===== src/rtl/skinny_pkg.sv =====
// Shared types and helpers for the SKINNY-128-384+ round controller.
package skinny_pkg;

  localparam int unsigned SKINNY_ROUNDS = 40;
  localparam int unsigned RC_W          = 6;
  localparam int unsigned RCNT_W        = 6;

  typedef enum logic [1:0] {
    IDLE = 2'd0,
    RUN  = 2'd1,
    DONE = 2'd2
  } ctrl_state_t;

  // One step of the 6-bit round-constant LFSR.
  function automatic logic [RC_W-1:0] lfsr_step(input logic [RC_W-1:0] rc);
    return {rc[4:0], rc[5] ^ rc[4] ^ 1'b1};
  endfunction

  // TK1 counter path width: 64 bits, or 128 when the full counter is used.
  function automatic int unsigned cnt_width(input int unsigned fullcnt);
    return 64 + 64 * fullcnt;
  endfunction

endpackage


===== src/rtl/skinny_rc_gen.sv =====
// Combinational round-constant generator: produces the NUMRND constants for
// the current cycle and the LFSR value after NUMRND steps.
module skinny_rc_gen
  import skinny_pkg::*;
#(
  parameter int unsigned NUMRND = 2
) (
  input  logic [RC_W-1:0]        rc,
  output logic [6*NUMRND-1:0]    rnd_const,
  output logic [RC_W-1:0]        rc_next
);

  logic [RC_W-1:0] chain [NUMRND+1];

  assign chain[0] = rc;

  // Slice i carries the LFSR advanced i+1 steps from the registered value.
  for (genvar i = 0; i < NUMRND; i++) begin : g_step
    assign chain[i+1]          = lfsr_step(chain[i]);
    assign rnd_const[6*i +: 6] = chain[i+1];
  end

  assign rc_next = chain[NUMRND];

endmodule


===== src/rtl/skinny_round_ctrl.sv =====
// Iterative controller and register stage around the SKINNY-128-384+ round
// datapath. Optional macro SKINNY_ROUND_ABORT_EN adds an abort input that
// returns RUN/DONE to IDLE without touching the data registers.
module skinny_round_ctrl
  import skinny_pkg::*;
#(
  parameter  int unsigned NUMRND  = 2,
  parameter  int unsigned FULLCNT = 1,
  localparam int unsigned CW      = cnt_width(FULLCNT),
  localparam int unsigned KW      = 6 * NUMRND
) (
  input  logic           clk,
  input  logic           rst,
`ifdef SKINNY_ROUND_ABORT_EN
  input  logic           abort,
`endif
  input  logic           in_valid,
  output logic           in_ready,
  input  logic [127:0]   in_state,
  input  logic [127:0]   in_key,
  input  logic [127:0]   in_tweak,
  input  logic [CW-1:0]  in_cnt,
  output logic [127:0]   rnd_state,
  output logic [127:0]   rnd_key,
  output logic [127:0]   rnd_tweak,
  output logic [CW-1:0]  rnd_cnt,
  output logic [KW-1:0]  rnd_const,
  input  logic [127:0]   nxt_state,
  input  logic [127:0]   nxt_key,
  input  logic [127:0]   nxt_tweak,
  input  logic [CW-1:0]  nxt_cnt,
  output logic           out_valid,
  input  logic           out_ready,
  output logic [127:0]   out_state
);

  // Rounds-per-cycle must divide the round count in one of the supported ways.
  if (NUMRND != 1 && NUMRND != 2 && NUMRND != 4 && NUMRND != 5 && NUMRND != 8) begin : g_bad_numrnd
    $error("skinny_round_ctrl: NUMRND must be 1, 2, 4, 5 or 8");
  end
  if (FULLCNT > 1) begin : g_bad_fullcnt
    $error("skinny_round_ctrl: FULLCNT must be 0 or 1");
  end

  logic abort_w;
`ifdef SKINNY_ROUND_ABORT_EN
  assign abort_w = abort;
`else
  assign abort_w = 1'b0;
`endif

  ctrl_state_t       state_q, state_d;
  logic [127:0]      st_q, st_d;
  logic [127:0]      key_q, key_d;
  logic [127:0]      tw_q, tw_d;
  logic [CW-1:0]     cnt_q, cnt_d;
  logic [RC_W-1:0]   rc_q, rc_d, rc_adv;
  logic [RCNT_W-1:0] rcnt_q, rcnt_d;
  logic              in_ready_d, out_valid_d;

  skinny_rc_gen #(.NUMRND(NUMRND)) u_rc_gen (
    .rc        (rc_q),
    .rnd_const (rnd_const),
    .rc_next   (rc_adv)
  );

  assign rnd_state = st_q;
  assign rnd_key   = key_q;
  assign rnd_tweak = tw_q;
  assign rnd_cnt   = cnt_q;
  assign out_state = st_q;

  // State, data and handshake registers.
  always_ff @(posedge clk) begin
    if (rst) begin
      state_q   <= IDLE;
      st_q      <= '0;
      key_q     <= '0;
      tw_q      <= '0;
      cnt_q     <= '0;
      rc_q      <= '0;
      rcnt_q    <= '0;
      in_ready  <= 1'b1;
      out_valid <= 1'b0;
    end else begin
      state_q   <= state_d;
      st_q      <= st_d;
      key_q     <= key_d;
      tw_q      <= tw_d;
      cnt_q     <= cnt_d;
      rc_q      <= rc_d;
      rcnt_q    <= rcnt_d;
      in_ready  <= in_ready_d;
      out_valid <= out_valid_d;
    end
  end

  // Next-state, register updates and handshake flags.
  always_comb begin
    state_d = state_q;
    st_d    = st_q;
    key_d   = key_q;
    tw_d    = tw_q;
    cnt_d   = cnt_q;
    rc_d    = rc_q;
    rcnt_d  = rcnt_q;
    unique case (state_q)
      IDLE: begin
        if (!abort_w && in_valid) begin
          st_d    = in_state;
          key_d   = in_key;
          tw_d    = in_tweak;
          cnt_d   = in_cnt;
          rc_d    = '0;
          rcnt_d  = '0;
          state_d = RUN;
        end
      end
      RUN: begin
        if (abort_w) begin
          state_d = IDLE;
        end else begin
          st_d   = nxt_state;
          key_d  = nxt_key;
          tw_d   = nxt_tweak;
          cnt_d  = nxt_cnt;
          rc_d   = rc_adv;
          rcnt_d = rcnt_q + RCNT_W'(NUMRND);
          if (rcnt_d == RCNT_W'(SKINNY_ROUNDS)) state_d = DONE;
        end
      end
      DONE: begin
        if (abort_w || out_ready) state_d = IDLE;
      end
      default: state_d = IDLE;
    endcase
    in_ready_d  = (state_d == IDLE);
    out_valid_d = (state_d == DONE);
  end

endmodule


===== config.mk =====
export PLATFORM = sky130hd
export DESIGN_NAME = skinny_round_ctrl
export DESIGN_NICKNAME = d
export VERILOG_FILES = /design/src/rtl/skinny_pkg.sv /design/src/rtl/skinny_rc_gen.sv /design/src/rtl/skinny_round_ctrl.sv
export SDC_FILE = /design/constraint.sdc
export NUM_CORES = 1
export LEC_CHECK = 0
export ABC_AREA = 1
export ABC_CLOCK_PERIOD_IN_PS = 3050
export CAP_MARGIN = 10
export CORE_AREA = 3 3 650 652
export CTS_BUF_LIST = sky130_fd_sc_hd__clkbuf_4 sky130_fd_sc_hd__clkbuf_8 sky130_fd_sc_hd__clkbuf_16
export CTS_CLUSTER_SIZE = 40
export DETAILED_ROUTE_END_ITERATION = 10
export DIE_AREA = 0 0 653 655
export SYNTH_ARGS = -nofsm -noshare
export SYNTH_HDL_FRONTEND = slang
export SYNTH_SLANG_ARGS = --single-unit

===== constraint.sdc =====
create_clock -name clk -period 3.05 [get_ports clk]
set_clock_uncertainty 0.15 [all_clocks]
set_input_delay 0.61 -clock clk [delete_from_list [all_inputs] [get_ports clk]]
set_output_delay 0.61 -clock clk [all_outputs]
set_load 0.1 [all_outputs]

# After elaboration in Yosys (flattened, before gate mapping)
# Cells that the tools add are included.
dict set report totals {
  register_bits 528
  elab_cells 38
  inputBits 1028
}
dict set report op_classes {
  add_sub_neg 1
  mux 15
  n_reduce_logical 4
  n_bitwise 4
  n_eq_ne 5
}
# operator count
set op_table {}
lappend op_table {{one-hot mux 128 bit (2 select lines)} 4}
lappend op_table {{two-way mux 128 bit} 4}
lappend op_table {{one-hot mux 6 bit (2 select lines)} 2}
lappend op_table {{adder 6 x 2 -> 6 bit, second input constant} 1}
lappend op_table {{== test 6 bit, second input constant} 1}
lappend op_table {{two-way mux 2 bit} 3}
lappend op_table {{two-way mux 6 bit} 1}
lappend op_table {{one-hot mux 2 bit (3 select lines)} 1}
lappend op_table {{== test 2 bit, second input constant} 2}
lappend op_table {{zero test 2 bit} 2}
lappend op_table {{== test 2 x 1 -> 1 bit, second input constant} 1}
lappend op_table {{inequality test 2 bit, second input constant} 1}
lappend op_table {{NOT 1 bit} 2}
lappend op_table {{AND reduction 2 bit} 1}
lappend op_table {{nonzero test 2 bit} 1}
lappend op_table {{bitwise XOR 1 bit} 2}

# Logic depth before layout (Yosys ltp)
# Gate-level depths: netlist of run 1.
dict set report logic_depth {
  depth_word 5
  mapped_depth 10
}

# Modules after synthesis
# A second synthesis of run 1 with hierarchy kept.
dict set report unflattened {
  hier_cells 3605
  hier_area_um2 24556.1
}
# mod cells_per_inst seq_area_each_um2 n_inst area_per_inst_um2
set by_module_without_submodules {}
lappend by_module_without_submodules {skinny_round_ctrl 3580 10550.1 1 24402.2}
lappend by_module_without_submodules {skinny_rc_gen 25 0.0 1 153.9}

# Least setup slack after synthesis of run 1
# OpenSTA, ideal clock, no wires.
dict set report synth_timing {
  kind {register to output}
  start {reg rc_q[4]}
  end {out rnd_const[7]}
  t_required_ps 2290
  stages_incl_launch_ff 3
  setup_slack_ps -201
  t_arrival_ps 2491
  path_buffers 1
  cell_sequence {dfxtp_1 -> xnor2_1 -> buf_4}
}
dict set report synth_via {
  elab_chain_cells 2
}
# item line
set synth_lines {}
lappend synth_lines {{from (decl)} skinny_round_ctrl.sv:57} ;# logic [RC_W-1:0] rc_q, rc_d, rc_adv;
lappend synth_lines {{from (signal assigned)} skinny_round_ctrl.sv:91} ;# rc_q <= rc_d;
lappend synth_lines {{bitwise XOR 1 bit} skinny_pkg.sv:16} ;# return {rc[4:0], rc[5] ^ rc[4] ^ 1'b1};
lappend synth_lines {{NOT 1 bit (no source line)} n/a}
lappend synth_lines {{to (decl)} skinny_round_ctrl.sv:27} ;# output logic [KW-1:0] rnd_const,
# No other way between the ends.

# Final worst setup path of run 1
dict set report layout_timing {
  start {reg st_q[83] (netlist: out_state[83])}
  end {out out_state[83]}
}
# item line
set layout_lines {}
lappend layout_lines {{from (decl)} skinny_round_ctrl.sv:53} ;# logic [127:0] st_q, st_d;
lappend layout_lines {{from (signal assigned)} skinny_round_ctrl.sv:87} ;# st_q <= st_d;
lappend layout_lines {{to (decl)} skinny_round_ctrl.sv:34} ;# output logic [127:0] out_state
# No word-level cell between the ends.

==> results of run 1 <==
-- synth_stat cells --
cell / instances / area (um2)
sky130_fd_sc_hd__a21oi_1: 523 / 2618
sky130_fd_sc_hd__buf_1: 34 / 127.6
sky130_fd_sc_hd__inv_1: 8 / 30.03
sky130_fd_sc_hd__nand2_1: 544 / 2042
sky130_fd_sc_hd__ha_1: 1 / 12.51
sky130_fd_sc_hd__buf_4: 143 / 1074
sky130_fd_sc_hd__inv_2: 3 / 11.26
sky130_fd_sc_hd__nor2_4: 1 / 11.26
sky130_fd_sc_hd__o21ai_2: 1 / 8.760
sky130_fd_sc_hd__buf_6: 49 / 551.8
sky130_fd_sc_hd__o21ai_0: 69 / 345.3
sky130_fd_sc_hd__nand4_1: 3 / 18.77
sky130_fd_sc_hd__xnor2_1: 2 / 17.52
sky130_fd_sc_hd__clkbuf_1: 90 / 337.8
sky130_fd_sc_hd__buf_2: 107 / 535.5
sky130_fd_sc_hd__o21ai_1: 444 / 2222
sky130_fd_sc_hd__dfxtp_1: 527 / 10550
sky130_fd_sc_hd__nand3_1: 5 / 25.02
sky130_fd_sc_hd__buf_8: 4 / 60.06
sky130_fd_sc_hd__nor2_1: 1033 / 3877
sky130_fd_sc_hd__nor3_1: 1 / 5.000
-- kinds of logic after synthesis --
group                      count (synthesis)
DFF                                      527
adders and majority gates                  1
buffers and inverters                    438
xor gates and xnor gates                   2
and+or+nand+nor                         1587
AOI/OAI and AO/OA                       1037
-- registers in the layout (all words and copies together) (netlist names) --
signal     count
state_q        2
rnd_cnt      128
rcnt_q         5
in_ready       1
out_state    128
out_valid      1
rnd_tweak    128
rc_q           6
rnd_key      128
-- stage by stage --
stage               area [um2]  hold WS (ns)  setup WS [ns]  cells
floorplan                24490        0.3079         0.3391   3592
global placement         45550        0.2991         0.2369  10496
detailed placement       45550        0.3048         0.2041  10496
CTS                      48400        0.1130        0.05617  10641
global route             48460        0.1814         0.1311  10666
finish                   48540        0.1912         0.1810  10698
-- path summary, 6_finish.rpt --
kind | start | endpoint | slack, ns
max | out_state[83] | out_state[83] | 0.18
max reg2reg | state_q[0] | rnd_cnt[43] | 0.35
min | rst | rnd_tweak[72] | 0.19
min reg2reg | rnd_cnt[125] | rnd_cnt[125] | 0.31
-- layout by cell type, fill, tap and decap left out, types with 4 or more instances in the layout --
| cell type | count |
|---|---|
| sky130_fd_sc_hd__clkbuf_4 | 12 |
| sky130_fd_sc_hd__clkbuf_2 | 9 |
| sky130_fd_sc_hd__nor2_1 | 1033 |
| sky130_fd_sc_hd__clkinv_4 | 4 |
| sky130_fd_sc_hd__buf_2 | 118 |
| sky130_fd_sc_hd__bufinv_16 | 10 |
| sky130_fd_sc_hd__nand3_1 | 5 |
| sky130_fd_sc_hd__dfxtp_1 | 527 |
| sky130_fd_sc_hd__clkinvlp_4 | 11 |
| sky130_fd_sc_hd__clkdlybuf4s50_1 | 1026 |
| sky130_fd_sc_hd__o21ai_1 | 444 |
| sky130_fd_sc_hd__o21ai_0 | 69 |
| sky130_fd_sc_hd__clkbuf_16 | 84 |
| sky130_fd_sc_hd__inv_1 | 8 |
| sky130_fd_sc_hd__diode_2 | 57 |
| sky130_fd_sc_hd__a21oi_1 | 523 |
| sky130_fd_sc_hd__buf_4 | 614 |
| sky130_fd_sc_hd__inv_6 | 9 |
| sky130_fd_sc_hd__buf_12 | 66 |
| sky130_fd_sc_hd__nand2_1 | 544 |
| sky130_fd_sc_hd__clkinv_2 | 5 |
| sky130_fd_sc_hd__clkbuf_8 | 6 |
-- power by group through the flow --
stage / registers [uW] / logic, uW / clock network (uW)
final: 8050 / 12000 / 10500
after global routing: 8110 / 12500 / 11100
after CTS: 8070 / 12200 / 11000
after detailed placement: 8210 / 12200 / 0
after global placement: 8180 / 12200 / 0
after floorplan: 12000 / 3070 / 0
-- layout make-up --
cell class / instances / area, um2 / share of cell area, %
Timing Repair Buffer: 1834 / 16850 / 34.71
Tap cell: 5497 / 6878 / 14.17
Antenna cell: 57 / 142.6 / 0.2938
Inverter: 11 / 48.80 / 0.1005
Clock inverter: 43 / 580.6 / 1.196
Sequential cell: 527 / 10550 / 21.73
Clock buffer: 102 / 2275 / 4.686
Multi-Input combinational cell: 2627 / 11220 / 23.11
-- metal layers --
| layer | part of all wire [%] | vias up | track usage, % |
|---|---|---|---|
| li1 | - | 14641 | - |
| met1 | 35 | 14906 | 16.70 |
| met2 | 44 | 1944 | 25.78 |
| met3 | 16 | 679 | 11.65 |
| met4 | 3.8 | 154 | 5.226 |
| met5 | 0.28 | - | 0 |
==> results.ini, run 1 <==
[global_routing]
grt_pass1_vias = 29447
pin_count_of_the_biggest_net_entering_global_routing = 74
antenna_found_initial = 305
grt_pass1_wl_mm = 422.0
grtUsageTotal_pct = 16.22
globalRoute.totalOverflow = 0

[logic_synthesis]
post_synth_mux_area_share_pct = 0
synth_simple_gate_area_share_pct = 24.43
ys_ff_latch = 527
synth-xor-area-share_pct = 0.07155
synth_cell_type_count = 21
mappedNetlistNets = 4621
post_synth.cell_area_avg_um2 = 6.815
synth_adder_area_share_pct = 0.05111
netlist_instances = 3592
seq_area_frac_synth_pct = 43.10
synth_warnings = 0
synth_top_family_by_area = simple AND/OR/NAND/NOR gates
mappedNetlistArea_um2 = 24480
synth-compound-area-share_pct = 21.22

[floorplan]
rows = 237
core-area_um2 = 416900
height_of_the_chip_um = 655
floorplan.die_area_um2 = 427700
initial_utilization_pct = 5.872
boundaryPins = 1682
die_width_um = 653

[worst_setup_path]
timing.critical_path.required_ns = 2.29
crit_path_max_fanout = 3
worst-path-buf-inv = 1
cpLargestDelayFamily = flip-flops
r2r_cells = 7
worstSetupPathType = register to output port
cp_data_arrival_time_ns = 2.11
crit_path_cells = buf_4
critical_path.endpoint_type = output port
timing.critical_path.depth = 1
critical_path.startpoint_type = register
critical_path.slowest_cell = sky130_fd_sc_hd__dfxtp_1
critical_path_max_stage_delay_ns = 0.83

[detailed_routing]
drc = 0
detail_route.wirelength_mm = 364.6
wl_per_cell_um = 34.08
detailroute.via_count = 32324
detailedRoute.firstPassIterationCount = 5
drt-vias-per-instance = 3.021
ant_nets = 0
detailedRoute.firstIterationViolations = 2491

[layout]
finalCoreUtilization_pct = 11.64
areaGrowthSynthToFinish_pct = 98.29
final_net_count = 6114
num-fill-cells = 48435
drive_gt1_share_pct = 18.64

[run]
cap_violations = 0

[pwr]
p_total_uw = 30550
clkPwrFrac_pct = 34.5
vdd_drop_max_uv = 413.8
power_frac_seq_pct = 26.3
p_leak_uw = 0.01785
internal-power_uw = 16550
netSwitchingPower_uw = 14000
p_comb_share_pct = 39.2
sw_frac_of_total_pct = 45.84
power.density_cell_area_nw_per_um2 = 629.3

[timing]
final_hold_viol_count = 0
slew_headroom_pct = 38.84
worst_pin_slew_ns = 0.9173
rsz0062_at_grt = false
slew_violations = 0
timing.final.crit_period_ns = 2.869
final_min_period_over_clock_period_pct = 94.07
fmax_ghz = 0.3486
setup_viol_count_final = 0
final.setup.tns_ns = 0

[clock_network]
cts.sinks = 527
clk_latency_ns = 0.85
clk_pin_slew_worst_paths_ns = 0.06
postCtsHoldBufs = 0
cts-buffers-inserted = 84
ctsRootBufferMaster = sky130_fd_sc_hd__clkbuf_16
cts-root-to-sink-buffers = 4
clock_tree.htree_level_count = 3
cts.repair_timing.setup_buffer_count = 0
ctsResizeCount = 0
cts_tree = done

[place]
detailed_place_hpwl_mm = 331.3
buffer_ports.inserted = 1681
gp_congestion = 0.9231

[worst_hold_path]
holdCritPathClass = input pin to register
whs_path_depth = 2

[status]
status = complete, no violations

(Power assumes the default switching activity.)
==> inputs of run 2 (changes only) <==
--- a/config.mk
+++ b/config.mk
@@ -13,6 +13,7 @@
 export CTS_CLUSTER_SIZE = 40
 export DETAILED_ROUTE_END_ITERATION = 10
 export DIE_AREA = 0 0 653 655
+export MAX_ROUTING_LAYER = met4
 export SYNTH_ARGS = -nofsm -noshare
 export SYNTH_HDL_FRONTEND = slang
 export SYNTH_SLANG_ARGS = --single-unit
==> run 2 against run 1 <==
  * Via count fell by 1.3%
  * Register-to-register slack improved by 0.14 ns
  * Design area down 0.77%
  * Clock power is essentially flat
  * Fmax rose by 1.7%
  * First-iteration DRC count is 6.0% higher
  * Sequential share of layout area increased by 0.17 points
  * Critical path depth unchanged
==> results.ini, run 2 (same netlist as run 1, synthesis figures left out) <==
[status]
status = complete, no violations

[run]
cap_violations = 0

[worst_setup_path]
crit_path_max_fanout = 3
worst_setup_path_startpoint = out_state[83]
timing.critical_path.required_ns = 2.29
cp_data_arrival_time_ns = 2.06
worstSetupPathType = register to output port
critical_path_max_stage_delay_ns = 0.79
critical_path.slowest_cell = sky130_fd_sc_hd__dfxtp_1
timing.critical_path.depth = 1
reg2reg_slack_ns = 0.49
crit_path_cells = buf_4
critical_path.startpoint_type = register
worst-path-buf-inv = 1
critical_path.endpoint_type = output port
worst_setup_path_endpoint = out_state[83]
r2r_cells = 6
critical_path.reg2reg.endpoint = rnd_tweak[25]
cpLargestDelayFamily = flip-flops
worst_reg2reg_startpoint = state_q[0]

[clock_network]
ctsResizeCount = 0
cts.repair_timing.setup_buffer_count = 0
clock_tree.htree_level_count = 3
postCtsHoldBufs = 0
clk_pin_slew_worst_paths_ns = 0.06
cts_tree = done
cts.sinks = 527
ctsRootBufferMaster = sky130_fd_sc_hd__clkbuf_16
clk_latency_ns = 0.83
cts-root-to-sink-buffers = 4
cts-buffers-inserted = 81

[pwr]
p_leak_uw = 0.01759
power.density_cell_area_nw_per_um2 = 635.6
vdd_drop_max_uv = 392.6

[timing]
final.setup.tns_ns = 0
slew_headroom_pct = 36.45
rsz0062_at_grt = false
timing.final.crit_period_ns = 2.820
final_hold_viol_count = 0
fmax_ghz = 0.3546
final_min_period_over_clock_period_pct = 92.46
setup_viol_count_final = 0
worst_pin_slew_ns = 0.9598
worst_hold_slack_ns = 0.1986
slew_violations = 0

[global_routing]
pin_count_of_the_biggest_net_entering_global_routing = 145
grt_pass1_vias = 28637
grt_pass1_wl_mm = 420.4
antenna_found_initial = 311
grtUsageTotal_pct = 16.66
globalRoute.totalOverflow = 0

[detailed_routing]
wl_per_cell_um = 33.94
ant_nets = 0
detailedRoute.firstIterationViolations = 2641
drc = 0
detailedRoute.firstPassIterationCount = 5
detailroute.via_count = 31897
drt-vias-per-instance = 2.978
detail_route.wirelength_mm = 363.6

[layout]
drive_gt1_share_pct = 17.86
num-fill-cells = 48460
most-common-layout-cells = 1,033 x sky130_fd_sc_hd__nor2_1, 1,026 x sky130_fd_sc_hd__clkdlybuf4s50_1, 585 x sky130_fd_sc_hd__buf_4
final_net_count = 6063
multiInputGateArea_um2 = 11220
areaGrowthSynthToFinish_pct = 96.78
finalCoreUtilization_pct = 11.55
seqCellArea_um2 = 10550
layout.cells.most_common = sky130_fd_sc_hd__nor2_1

[floorplan]
rows = 237
die_width_um = 653
core-area_um2 = 416900
boundaryPins = 1682
initial_utilization_pct = 5.872
height_of_the_chip_um = 655
floorplan.die_area_um2 = 427700

[place]
detailed_place_hpwl_mm = 329.6
gp_congestion = 0.9146
buffer_ports.inserted = 1681

[worst_hold_path]
holdCritPathClass = input pin to register

[run 2: changes by cell type in the layout (fill, tap and decap cells not counted), moves of 6 or more]
cell / delta
sky130_fd_sc_hd__clkbuf_8: +6
sky130_fd_sc_hd__clkinvlp_4: -7
sky130_fd_sc_hd__buf_12: -19
sky130_fd_sc_hd__diode_2: +63
sky130_fd_sc_hd__buf_4: -29
[run 2: worst reg2reg max path, cell delays in order, from the launching register on]
cell	delay, ns
sky130_fd_sc_hd__dfxtp_1	0.41
sky130_fd_sc_hd__inv_2	0.08
sky130_fd_sc_hd__nor2_4	0.39
sky130_fd_sc_hd__inv_8	0.27
sky130_fd_sc_hd__buf_12	0.46
sky130_fd_sc_hd__o21ai_1	0.54
sky130_fd_sc_hd__a21oi_1	0.11
[run 2: how the worst min path moves through the flow]
stage,startpoint,end,slack (ns),cells after the start
floorplan,rcnt_q[5],rcnt_q[5],0.31,2
global placement,rnd_tweak[103],rnd_tweak[103],0.30,2
detailed placement,rnd_cnt[8],rnd_cnt[8],0.30,2
CTS,rst,rnd_cnt[125],0.11,2
global route,rst,rnd_cnt[118],0.18,2
finish,rst,rnd_cnt[125],0.20,2
[run 2: metrics by stage]
stage          cell area (um2)  power [uW]  cells  worst slack [ns]
3_5_place_dp             44950       20250  10448            0.2373
3_3_place_gp             44950       20230  10448            0.2629
6_report                 48170       30620  10712            0.2301
2_1_floorplan            24490       15090   3592            0.3391
5_1_grt                  48130       31830  10696            0.1490
4_1_cts                  47870       31350  10592           0.07088
[run 2: report_power, final]
part	switching [uW]	internal (uW)	leakage [uW]
Combinational	9070	2770	0.0118
Clock	4280	6450	0.00144
Sequential	586	7470	0.00437
[run 2: area by class of cell]
type,instances,area share [%]
tap,5497,14.28
antenna,120,0.6234
clock buffer,103,4.743
multi-input combinational,2627,23.29
clock inverter,41,1.327
inverter,11,0.1013
timing repair buffer,1786,33.74
sequential,527,21.90
[run 2: per-layer routing]
metal / vias up / part of all wire [%] / track usage [%]
met4: 0 / 3.2 / 4.762
met3: 491 / 16 / 11.64
met5: - / 0 / -
met2: 1913 / 45 / 25.91
li1: 14658 / - / -
met1: 14835 / 36 / 16.69
==> inputs of run 3 (changes only) <==
--- a/config.mk
+++ b/config.mk
@@ -10,10 +10,11 @@
 export CAP_MARGIN = 10
 export CORE_AREA = 3 3 650 652
 export CTS_BUF_LIST = sky130_fd_sc_hd__clkbuf_4 sky130_fd_sc_hd__clkbuf_8 sky130_fd_sc_hd__clkbuf_16
+export CTS_CLUSTER_DIAMETER = 40
 export CTS_CLUSTER_SIZE = 40
 export DETAILED_ROUTE_END_ITERATION = 10
 export DIE_AREA = 0 0 653 655
-export MAX_ROUTING_LAYER = met4
+export DONT_BUFFER_PORTS = 1
 export SYNTH_ARGS = -nofsm -noshare
 export SYNTH_HDL_FRONTEND = slang
 export SYNTH_SLANG_ARGS = --single-unit
==> run 3 against run 2 <==
  * The flow now finishes with violations (DRC)
  * Via count increased by 4.9%
  * Register-to-register slack got worse by 0.42 ns
  * Highest routed layer is now met5
  * Clock-buffer cell count up 79
  * Cell count down 1.4%
  * Sequential share of layout area up 0.31 points
  * Sequential cell count unchanged
  * Clock power is 50% higher
==> results.ini, run 3 (same netlist as run 1, synthesis figures left out) <==
[worst_setup_path]
timing.critical_path.depth = 8
reg2reg_slack_ns = 0.07
worstSetupPathType = register to register
critical_path.slowest_cell = sky130_fd_sc_hd__dlygate4sd3_1
critical_path.startpoint_type = register
critical_path.endpoint_type = register
worst_reg2reg_startpoint = state_q[0]
critical_path.reg2reg.endpoint = rnd_tweak[9]
cp_data_arrival_time_ns = 3.56
critical_path_max_stage_delay_ns = 0.59
r2r_cells = 8
worst-path-buf-inv = 4
crit_top_cell = sky130_fd_sc_hd__dlygate4sd3_1
crit_path_cells = o21ai_4, buf_12, buf_16, nor2_1, o21ai_1, dlygate4sd3_1, a21oi_1, dlygate4sd3_1
timing.critical_path.required_ns = 3.63
cpLargestDelayFamily = buffers and inverters
crit_path_max_fanout = 83

[timing]
worst_pin_slew_ns = 1.168
setup_viol_count_final = 0
worst_hold_slack_ns = 0.005572
slew_violations = 0
slew_headroom_pct = 22.11
post-route-worst-setup-slack_ns = 0.06605
fmax_ghz = 0.3351
final_min_period_over_clock_period_pct = 97.83
timing.final.crit_period_ns = 2.984
final_hold_viol_count = 0

[global_routing]
grtUsageTotal_pct = 16.47
antenna_found_initial = 340
globalRoute.totalOverflow = 0
pin_count_of_the_biggest_net_entering_global_routing = 527
grt_pass1_vias = 29996
grt_pass1_wl_mm = 429.5

[floorplan]
floorplan.die_area_um2 = 427700
die_width_um = 653
height_of_the_chip_um = 655
core-area_um2 = 416900
boundaryPins = 1682
rows = 237
initial_utilization_pct = 5.872

[pwr]
vdd_drop_max_uv = 454.1
netSwitchingPower_uw = 15550
p_comb_share_pct = 24.9
power_frac_seq_pct = 31.0
sw_frac_of_total_pct = 42.96
power.density_cell_area_nw_per_um2 = 732.2
p_leak_uw = 0.01736
internal-power_uw = 20650
clkPwrFrac_pct = 44.1

[place]
detailed_place_hpwl_mm = 322.9
gp_congestion = 0.9588
place.detailed.instances = 9049
pre_cts_ws_ns = 0.6227
buffer_ports.inserted = 0

[worst_hold_path]
whs_path_depth = 2
holdCritPathClass = input pin to register
min-delay-start = rst
whs_endpoint = rnd_tweak[33]

[detailed_routing]
detailedRoute.firstPassIterationCount = 10
detail_route.wirelength_mm = 373.3
drt-vias-per-instance = 3.166
detailedRoute.firstIterationViolations = 3372
wl_per_cell_um = 35.33
detailroute.via_count = 33449
drc = 1
ant_nets = 0

[layout]
drive_gt1_share_pct = 18.54
layout.cells.most_common = sky130_fd_sc_hd__dlygate4sd3_1
num-fill-cells = 47827
most-common-layout-cells = 1,072 x sky130_fd_sc_hd__dlygate4sd3_1, 1,033 x sky130_fd_sc_hd__nor2_1, 544 x sky130_fd_sc_hd__nand2_1
finalCoreUtilization_pct = 11.86
final_net_count = 5819
multiInputGateArea_um2 = 11240
seqCellArea_um2 = 10980
areaGrowthSynthToFinish_pct = 101.9
final_cell_count_no_fill = 10566

[status]
failed_checks = DRC
status = finished with violations

[clock_network]
ctsRootBufferMaster = sky130_fd_sc_hd__clkbuf_16
cts.sinks = 527
clk_latency_ns = 0.82
clock_tree.htree_level_count = 4
clk_pin_slew_worst_paths_ns = 0.05
cts-root-to-sink-buffers = 4
cts-buffers-inserted = 145
cts_tree = done

[run]
cap_violations = 0

==> run 3: cell types whose count changed in the layout (fill, tap and decap cells not counted), moves of 11 or more <==
cell,change
sky130_fd_sc_hd__dfxtp_4,+51
sky130_fd_sc_hd__clkdlybuf4s50_1,-1026
sky130_fd_sc_hd__dfxtp_2,+193
sky130_fd_sc_hd__buf_12,+11
sky130_fd_sc_hd__buf_16,+11
sky130_fd_sc_hd__dlygate4sd3_1,+1072
sky130_fd_sc_hd__buf_2,-118
sky130_fd_sc_hd__clkbuf_16,+77
sky130_fd_sc_hd__buf_4,-260
sky130_fd_sc_hd__dfxtp_1,-244
sky130_fd_sc_hd__diode_2,+47
==> run 3: per-layer routing <==
metal | routed length (um) | track usage [%] | vias up
met4 | 22620 | 9.822 | 184
met3 | 68450 | 13.23 | 923
met2 | 158800 | 24.25 | 2715
met5 | 1331 | 0.06791 | -
li1 | - | - | 14241
met1 | 122200 | 16.01 | 15386
==> run 3: power by group through the flow <==
stage	clock, uW	sequential, uW	combinational, uW
detailed placement	0	11500	6950
floorplan	0	12000	3070
global placement	0	11500	6910
finish	16000	11200	9030
global route	16700	11400	9500
CTS	16400	11400	8780
==> run 3: per-stage QoR <==
step | area [um2] | setup TNS, ns | power, uW
6_report | 49440 | 0 | 36200
5_1_grt | 49310 | -0.04905 | 37600
4_1_cts | 48610 | 0 | 36630
3_5_place_dp | 32880 | 0 | 18460
3_3_place_gp | 32880 | 0 | 18430
2_1_floorplan | 24490 | 0 | 15090
==> run 3: worst register-to-register path, delay by kind of cell (launching register included) <==
| family | cells | cell delay [ns] |
|---|---|---|
| buf+inv | 4 | 1.78 |
| compound gates | 3 | 0.43 |
| flops | 1 | 0.35 |
| simple gates | 1 | 0.19 |
==> run 3: worst max-delay path by stage <==
| stage | endpoint | slack [ns] | startpoint |
|---|---|---|---|
| 3_5_place_dp | rnd_tweak[20] | 0.62 | in_valid |
| 6_report | rnd_tweak[9] | 0.07 | state_q[0] |
| 4_1_cts | rnd_cnt[29] | 0.02 | state_q[0] |
| 5_1_grt | rnd_cnt[29] | -0.04 | state_q[0] |
| 3_3_place_gp | rnd_tweak[20] | 0.64 | in_valid |
| 2_1_floorplan | rnd_const[6] | 0.34 | rc_q[4] |
==> run 3: cell type report <==
class                           instances  area share, %
Clock buffer                          182          8.278
Sequential cell                       527          22.22
Multi-Input combinational cell       2627          22.73
Antenna cell                          167         0.8453
Inverter                               11         0.1088
Clock inverter                         77          1.810
Tap cell                             5497          13.91
Timing Repair Buffer                 1478          30.10
==> run 3: timing repair <==
action | in CTS | in global routing
endpoints found under the setup margin | 0 | 36
hold buffers | 1073 | 2
resized for setup | 0 | 12
endpoints found under the hold margin | 520 | 31
setup buffers | 0 | 5
